File: src/rtl/qd1_audio_pkg.sv
// Shared audio types and constants for the codec DAC streaming path.
package qd1_audio_pkg;

    localparam int unsigned SAMPLE_W = 16;

    // DACLRCK level that marks the left channel slot in I2S framing
    localparam logic LRCK_LEFT = 1'b0;

    typedef struct packed {
        logic [SAMPLE_W-1:0] left;
        logic [SAMPLE_W-1:0] right;
    } stereo_frame_t;

endpackage

File: src/rtl/audio_sample_fifo.sv
// Synchronous stereo-frame FIFO; pointers carry an extra wrap bit so full/empty are unambiguous.
module audio_sample_fifo #(
    parameter int unsigned WIDTH = 32,
    parameter int unsigned DEPTH = 8
) (
    input  logic                       i_clk,
    input  logic                       i_rst_n,
    input  logic                       i_push,
    input  logic [WIDTH-1:0]           i_wdata,
    input  logic                       i_pop,
    output logic [WIDTH-1:0]           o_rdata_c,
    output logic                       o_full_c,
    output logic                       o_empty_c,
    output logic [$clog2(DEPTH):0]     o_level_c
);

    localparam int unsigned AW = $clog2(DEPTH);
    localparam logic [AW:0] LVL_FULL = (AW+1)'(DEPTH);

    logic [WIDTH-1:0] r_mem [DEPTH];
    logic [AW:0]      r_wr_ptr;
    logic [AW:0]      r_rd_ptr;
    logic             w_do_push;
    logic             w_do_pop;

    assign o_level_c = r_wr_ptr - r_rd_ptr;
    assign o_full_c  = (o_level_c == LVL_FULL);
    assign o_empty_c = (r_wr_ptr == r_rd_ptr);
    assign o_rdata_c = r_mem[r_rd_ptr[AW-1:0]];
    assign w_do_push = i_push & ~o_full_c;
    assign w_do_pop  = i_pop & ~o_empty_c;

    always_ff @(posedge i_clk or negedge i_rst_n) begin
        if (!i_rst_n) begin
            r_wr_ptr <= '0;
            r_rd_ptr <= '0;
        end else begin
            if (w_do_push) r_wr_ptr <= r_wr_ptr + (AW+1)'(1);
            if (w_do_pop)  r_rd_ptr <= r_rd_ptr + (AW+1)'(1);
        end
    end

    // Storage needs no reset: pointers define what is valid
    always_ff @(posedge i_clk) begin
        if (w_do_push) r_mem[r_wr_ptr[AW-1:0]] <= i_wdata;
    end

endmodule

File: src/rtl/i2s_dac_stream.sv
// Buffers stereo PCM frames and serialises them onto the codec DAC line in I2S format,
// oversampling the codec-mastered BCLK/DACLRCK in the system clock domain.
module i2s_dac_stream
    import qd1_audio_pkg::*;
#(
    parameter int unsigned DATA_W      = SAMPLE_W,
    parameter int unsigned FIFO_DEPTH  = 8,
    parameter int unsigned SYNC_STAGES = 2,
    parameter int unsigned CNT_W       = 16
) (
    input  logic                          clk_50_clk,
    input  logic                          reset_reset_n,
    input  logic                          enable,
    input  logic                          in_valid,
    output logic                          in_ready,
    input  logic [DATA_W-1:0]             in_left,
    input  logic [DATA_W-1:0]             in_right,
    input  logic                          audio_out_BCLK,
    input  logic                          audio_out_DACLRCK,
    output logic                          audio_out_DACDAT,
    output logic [$clog2(FIFO_DEPTH):0]   fifo_level,
    output logic                          underrun,
    output logic [CNT_W-1:0]              underrun_count,
    input  logic                          clear_count
);

    localparam int unsigned FRAME_W = 2 * DATA_W;
    localparam int unsigned BCNT_W  = $clog2(DATA_W);

    logic [SYNC_STAGES-1:0] r_bclk_sync;
    logic [SYNC_STAGES-1:0] r_lrck_sync;
    logic                   r_bclk_d;
    logic                   r_lrck_q;
    logic                   r_lrck_qq;
    logic [DATA_W-1:0]      r_shift;
    logic [DATA_W-1:0]      r_hold;
    logic [BCNT_W-1:0]      r_bits_left;
    logic                   r_dacdat;
    logic                   r_underrun;
    logic [CNT_W-1:0]       r_cnt;

    logic                   w_bclk_s;
    logic                   w_bclk_rise;
    logic                   w_bclk_fall;
    logic                   w_word_start;
    logic                   w_left_start;
    logic                   w_pop;
    logic                   w_underrun_ev;
    logic                   w_full;
    logic                   w_empty;
    logic [FRAME_W-1:0]     w_rdata;
    logic [DATA_W-1:0]      w_load_word;

    audio_sample_fifo #(
        .WIDTH (FRAME_W),
        .DEPTH (FIFO_DEPTH)
    ) u_fifo (
        .i_clk     (clk_50_clk),
        .i_rst_n   (reset_reset_n),
        .i_push    (in_valid),
        .i_wdata   ({in_left, in_right}),
        .i_pop     (w_pop),
        .o_rdata_c (w_rdata),
        .o_full_c  (w_full),
        .o_empty_c (w_empty),
        .o_level_c (fifo_level)
    );

    assign in_ready         = ~w_full;
    assign audio_out_DACDAT = r_dacdat;
    assign underrun         = r_underrun;
    assign underrun_count   = r_cnt;

    assign w_bclk_s      = r_bclk_sync[SYNC_STAGES-1];
    assign w_bclk_rise   = w_bclk_s & ~r_bclk_d;
    assign w_bclk_fall   = ~w_bclk_s & r_bclk_d;
    // LRCK captured on rises lags one bit, giving the I2S one-bit delay for free
    assign w_word_start  = w_bclk_fall & (r_lrck_q != r_lrck_qq);
    assign w_left_start  = w_word_start & (r_lrck_q == LRCK_LEFT);
    assign w_pop         = w_left_start & enable & ~w_empty;
    assign w_underrun_ev = w_left_start & enable & w_empty;

    always_comb begin
        w_load_word = '0;
        if (enable) begin
            if (r_lrck_q == LRCK_LEFT) begin
                if (!w_empty) w_load_word = w_rdata[FRAME_W-1 -: DATA_W];
            end else begin
                w_load_word = r_hold;
            end
        end
    end

    always_ff @(posedge clk_50_clk or negedge reset_reset_n) begin
        if (!reset_reset_n) begin
            r_bclk_sync <= '0;
            r_lrck_sync <= '0;
            r_bclk_d    <= 1'b0;
            r_lrck_q    <= LRCK_LEFT;
            r_lrck_qq   <= LRCK_LEFT;
        end else begin
            r_bclk_sync <= (r_bclk_sync << 1) | SYNC_STAGES'(audio_out_BCLK);
            r_lrck_sync <= (r_lrck_sync << 1) | SYNC_STAGES'(audio_out_DACLRCK);
            r_bclk_d    <= w_bclk_s;
            if (w_bclk_rise) begin
                r_lrck_q  <= r_lrck_sync[SYNC_STAGES-1];
                r_lrck_qq <= r_lrck_q;
            end
        end
    end

    // Serialiser: data only moves on BCLK fall strobes, MSB first, zero-filled tail
    always_ff @(posedge clk_50_clk or negedge reset_reset_n) begin
        if (!reset_reset_n) begin
            r_shift     <= '0;
            r_hold      <= '0;
            r_bits_left <= '0;
            r_dacdat    <= 1'b0;
        end else if (w_bclk_fall) begin
            if (w_word_start) begin
                r_shift     <= w_load_word;
                r_dacdat    <= w_load_word[DATA_W-1];
                r_bits_left <= BCNT_W'(DATA_W - 1);
                if (w_left_start) r_hold <= w_pop ? w_rdata[DATA_W-1:0] : '0;
            end else if (r_bits_left != '0) begin
                r_shift     <= r_shift << 1;
                r_dacdat    <= r_shift[DATA_W-2];
                r_bits_left <= r_bits_left - BCNT_W'(1);
            end else begin
                r_dacdat    <= 1'b0;
            end
        end
    end

    always_ff @(posedge clk_50_clk or negedge reset_reset_n) begin
        if (!reset_reset_n) begin
            r_underrun <= 1'b0;
            r_cnt      <= '0;
        end else begin
            r_underrun <= w_underrun_ev;
            if (clear_count) begin
                r_cnt <= '0;
            end else if (w_underrun_ev && (r_cnt != '1)) begin
                r_cnt <= r_cnt + CNT_W'(1);
            end
        end
    end

endmodule

File: config.mk
export PLATFORM = sky130hd
export DESIGN_NAME = i2s_dac_stream
export DESIGN_NICKNAME = d
export VERILOG_FILES = /design/src/rtl/qd1_audio_pkg.sv /design/src/rtl/audio_sample_fifo.sv /design/src/rtl/i2s_dac_stream.sv
export SDC_FILE = /design/constraint.sdc
export NUM_CORES = 1
export LEC_CHECK = 0
export BUFFER_PORTS_ARGS = -buffer_cell sky130_fd_sc_hd__buf_2
export CAP_MARGIN = 20
export CORE_MARGIN = 2
export CORE_UTILIZATION = 42
export CTS_CLUSTER_SIZE = 10
export DETAILED_ROUTE_END_ITERATION = 16
export PLACE_DENSITY = 0.55
export SKIP_CTS_REPAIR_TIMING = 1
export SLEW_MARGIN = 15
export SYNTH_ARGS = -nofsm -noshare
export SYNTH_HDL_FRONTEND = slang
export SYNTH_HIERARCHICAL = 1
export SYNTH_SLANG_ARGS = --single-unit
File: constraint.sdc
create_clock -name clk_50_clk -period 6.8 [get_ports clk_50_clk]
set_clock_uncertainty 0.05 [all_clocks]
set_input_delay 1.36 -clock clk_50_clk [delete_from_list [all_inputs] [get_ports clk_50_clk]]
set_output_delay 1.36 -clock clk_50_clk [all_outputs]
set_load 0.1 [all_outputs]
; ---- After elaboration in Yosys (flattened, before gate mapping)
; Memories as Yosys holds them, arrays and structs flattened.
; Cells that the tools add are included.
[op_classes]
muxes = 14
magnitude_cmp = 0
n_shift = 0
bitwise = 16
add_sub_neg = 5
reduce_logical = 6
n_eq_ne = 4
div = 0
mul = 0
[op_table]
columns = operator, n
row1 = 16-bit two-way mux, 6
row2 = 15-bit two-way mux, 2
row3 = 16-bit by 1-bit adder with 16-bit output (second input constant), 1
row4 = 16-bit != test (second input constant), 1
row5 = 1-bit bitwise AND, 9
row6 = 4-bit by 1-bit adder with 4-bit output (second input constant), 2
row7 = 4-bit two-way mux, 2
row8 = 1-bit NOT, 5
row9 = 4-bit equality test, 1
row10 = 4-bit equality test (second input constant), 1
row11 = 1-bit two-way mux, 4
row12 = 2-bit by 1-bit bitwise OR with 2-bit output, 2
row13 = 2-bit nonzero test, 2
row14 = 4-bit nonzero test, 1
row15 = 4-bit by 1-bit subtractor with 4-bit output (second input constant), 1
row16 = 4-bit subtractor, 1
row17 = 3-bit AND reduction, 1
row18 = 2-bit AND reduction, 1
row19 = 1-bit logical AND, 1
row20 = 1-bit != test, 1
[totals]
latch_bits = 0
in_bits = 39
ramBits = 256
word_cells = 59
output_inout_bits = 23
register_bits = 68
rom_bits = 0
n_memories = 1
[mem_list]
columns = memory, words, width, read_ports, rd_clocked_by_memory_dff, write_ports, line_no
row1 = u_fifo.r_mem, 8, 32, 1, 0, 1, audio_sample_fifo.sv:20  ; logic [WIDTH-1:0] r_mem [DEPTH];

; ---- Longest topological paths before layout
[logic_depth]
ltp_word = 9
mapped_depth = 12

; ---- Modules after synthesis
; Netlist, hierarchy kept.
[by_module_without_submodules]
columns = mod, n_inst, cells_each, seq_area_each_um2, area_each_um2
row1 = audio_sample_fifo, 1, 499, 7887.6, 10214.8
row2 = i2s_dac_stream, 1, 257, 1501.4, 2782.7

; ---- Worst setup path before layout
; OpenSTA, ideal clock, no wires.
[synth_timing]
kind = register to register
startpoint = register u_fifo.r_rd_ptr[1]
endpoint = memory u_fifo.r_mem[1][0] (enable)
synth_period_minus_slack_ps = 7065
setup_slack_ps = -265
required_ps = 6248
setup_ps = 502
arrival_time_ps = 6514
path_stages_with_launch = 9
cell_sequence = dfrtp_1 > buf_2 > buf_1 > inv_1 > fa_1 > xor2_1 > or3_4 > nor3_4 > nor4_1
[synth_via]
elab_chain_cells = 6
[synth_rtl]
columns = element, line_no
row1 = from (decl), audio_sample_fifo.sv:22  ; logic [AW:0] r_rd_ptr;
row2 = from (signal assigned), audio_sample_fifo.sv:39  ; if (w_do_pop) r_rd_ptr <= r_rd_ptr + (AW+1)'(1);
row3 = 4-bit subtractor, audio_sample_fifo.sv:26  ; assign o_level_c = r_wr_ptr - r_rd_ptr;
row4 = named net fifo_level[2], i2s_dac_stream.sv:21  ; output logic [$clog2(FIFO_DEPTH):0] fifo_level,
row5 = 4-bit equality test, audio_sample_fifo.sv:27  ; assign o_full_c = (o_level_c == LVL_FULL);
row6 = named net w_full, i2s_dac_stream.sv:49  ; logic w_full;
row7 = 1-bit NOT, audio_sample_fifo.sv:30  ; assign w_do_push = i_push & ~o_full_c;
row8 = 1-bit bitwise AND, audio_sample_fifo.sv:30
row9 = 1-bit two-way mux, audio_sample_fifo.sv:45  ; if (w_do_push) r_mem[r_wr_ptr[AW-1:0]] <= i_wdata;
row10 = 1-bit two-way mux (implied by the code), audio_sample_fifo.sv:45
row11 = to (decl), audio_sample_fifo.sv:20
; The timed path passes the listed nets, and every way through them passes these cells.

; ---- Worst setup path in the final report
[layout_timing]
startpoint = register u_fifo.r_rd_ptr[0]
endpoint = output port in_ready
[layout_via]
elab_chain_cells = 3
[layout_rtl]
columns = element, line_no
row1 = 4-bit subtractor, audio_sample_fifo.sv:26
row2 = 4-bit equality test, audio_sample_fifo.sv:27
row3 = named net w_full, i2s_dac_stream.sv:49
row4 = 1-bit NOT, i2s_dac_stream.sv:69  ; assign in_ready = ~w_full;
row5 = to (decl), i2s_dac_stream.sv:15  ; output logic in_ready,
; The timed path passes the listed nets, and every way through them passes these cells.

==> reports/qor.yml <==
track_usage_pct: 16.7
grt_pass1_wl_mm: 41.8
utilization_pct: 48.9
r2r_cells: 8
r2r_start: "u_fifo/r_rd_ptr[0]"
tightest_slew_ps: 1030
cts.sinks: 324
synth.distinct_cells: 58
ir_drop_mv: 0.298
final.period_utilization_pct: 73.5
hold_path_end: "r_lrck_sync[1]"
cellPowerDensity_nw_per_um2: 434
postSynthAreaPerCell_um2: 17.2
max_stage_delay_ps: 970
synth_edf_count: 256
cpMostUsedCell: "inv_1"
antenna_left: 0
synth_top_area_share_pct: 59.1
synth.largest_area_cell: "edfxtp_1"
die_w_um: 180
layout_min_cycle_time_ps: 4990
viasPerCell: 5.53
cp-startpoint: "u_fifo/r_rd_ptr[0]"
ys_top_cells_by_area: "edfxtp_1 59%, dfrtp_1 13%, mux4_2 11%"
start_kind: "flop"
ys_warn_count: 6
synth-seq-area-share_pct: 72.2
die_area_um2: 32400
rows: 64
r2r-end: "u_fifo/r_mem[2][22]"
syn_nets: 803
htree_levels: 2
critPathMaxFanout: 40
wl_per_cell_um: 21.2
grt.overflow.total: 0
ys.flop_type: "edfxtp_1"
clkTransAtPathRegs_ps: 50
rrSetupSlack_ps: 3270
numCtsBuffers: 39
path_buf_inv: 3
first_pass_iters: 5
yosysMostFrequentCell: "edfxtp_1"
netlist_area_um2: 13000
outcome: "finished clean"
vias: 6932
pin_count: 62
fmax_ghz: 0.200
slowest_stage: "dfrtp_4"
area_growth_pct: 14.7
p_leak_nw: 5.27
drv_cap: 0
cts_tree: "yes"
io_buffers: 61
hold_class: "flop to flop"
syn-instance-count: 756
clk_path_buf_depth: 3
design.core.area_um2: 30500
rsz0062_at_grt: "no"
cp_data_arrival_time_ps: 3580
path_depth: 8
synthTopCellsByCount: "256 x edfxtp_1, 114 x nand2_1, 68 x dfrtp_1, 64 x mux4_2, 27 x a21oi_1"
ys_ff_latch: 324
end_kind: "output port"
grt_max_degree: 69
die_h_um: 180
wl_mm: 26.6
fin_nets: 879
finalSetupViolCount: 0
hold_depth: 0
slew_viol_final: 0
fin_cells: 1253
finalHoldViolCount: 0
antenna_found_initial: 1
path_class: "flop to output port"
cp_top_family: "flip-flops"
hp-start: "r_lrck_sync[0]"
async_flop_share_pct: 21.0
place.gp.congestion: 0.774
n_antenna_cell: 0
worstSkewPairLatency_ps: 510
max-slew-margin-rel_pct: 31.6
start_util_pct: 42.6
drc: 0
cp.required_ps: 5390
grt_pass1_vias: 7281
path_cells: "ha_1 > inv_1 > fa_1 > xor2_1 > or3_4 > nor3_4 > inv_1 > buf_2"
dp.final_hpwl_mm: 14.8
root_buffer: "clkbuf_16"
layout-drive-gt1-share_pct: 24.7
numPlacedInstances: 1187
drt_iter0_markers: 497
-- logic make-up after synthesis --
| kind of cell | after synthesis | share of synthesized area (%) |
|---|---|---|
| buffers and inverters | 52 | 1.82 |
| xor gates and xnor gates | 12 | 0.866 |
| adders and majority gates | 8 | 0.828 |
| AOI/OAI and AO/OA | 81 | 4.65 |
| and+or+nand+nor | 207 | 7.79 |
| muxes | 72 | 11.8 |
| DFF | 324 | 72.2 |
-- layout by cell type, fill, tap and decap left out, types with 12 or more instances in the layout --
master,count
dfrtp_1,66
nand3_1,12
clkbuf_1,20
a22o_1,16
buf_4,14
mux4_2,64
inv_1,12
buf_2,61
nor2_1,22
edfxtp_1,256
nand2_1,114
a21oi_1,27
a222oi_1,12
clkbuf_16,40
-- routing by layer --
metal	global-route usage, %	vias up	wire, µm	share of wire, %
li1	-	3131	-	-
met1	21.8	3572	11300	43
met2	29.0	176	13600	51
met3	2.61	51	1110	4.2
met4	4.88	2	581	2.2
met5	0	-	11	0.041
-- sequential cells by signal (all words and copies together) (netlist names) --
register and cells:
audio_out_DACDAT 1, r_bclk_d 1, r_bclk_sync 2, r_bits_left 4
r_hold 16, r_lrck_q 1, r_lrck_qq 1, r_lrck_sync 2
r_shift 15, u_fifo/r_mem 256, u_fifo/r_rd_ptr 4, u_fifo/r_wr_ptr 4
underrun 1, underrun_count 16
-- metrics by stage --
stage | power, mW | instance area, µm² | setup WS (ps) | setup TNS [ps] | hold slack [ps]
6_report | 6.47 | 14900 | 1810 | 0 | 303
5_1_grt | 6.81 | 14900 | 1480 | 0 | 311
4_1_cts | 6.58 | 14900 | 1710 | 0 | 306
3_5_place_dp | 4.72 | 13800 | 2250 | 0 | 298
3_3_place_gp | 4.69 | 13800 | 2250 | 0 | 296
2_1_floorplan | 4.17 | 13000 | -265 | -33960 | 281
-- power by group --
| group | leakage (nW) | switching, mW | internal, mW |
|---|---|---|---|
| clock network | 0.545 | 0.736 | 1.10 |
| registers | 3.17 | 0.204 | 2.51 |
| logic | 1.56 | 1.22 | 0.701 |
-- worst reg2reg max path, cell delays in order (launching register included) --
cell and delay (ps):
dfrtp_4 970, ha_1 300, inv_1 60, fa_1 370, xor2_1 160, or3_4 380
nor3_4 460, nor3_2 100, buf_4 330
-- cell type report --
| cell class | count | area [µm²] |
|---|---|---|
| clock buffers | 61 | 1090 |
| clock inverters | 5 | 38.8 |
| fillers | 2511 | 15600 |
| inverters | 12 | 45.0 |
| multi-input cells | 380 | 3440 |
| flip-flops and latches | 324 | 9390 |
| well taps | 396 | 495 |
| repair buffers | 75 | 410 |
-- worst max-delay path by stage --
stage	slack (ps)	end
after floorplan	-270	u_fifo/r_mem[1][0]
after global placement	2250	in_ready
after detailed placement	2250	in_ready
after CTS	1710	in_ready
after global routing	1480	in_ready
final	1810	in_ready
Note: power is estimated with default switching activity, not from simulation.
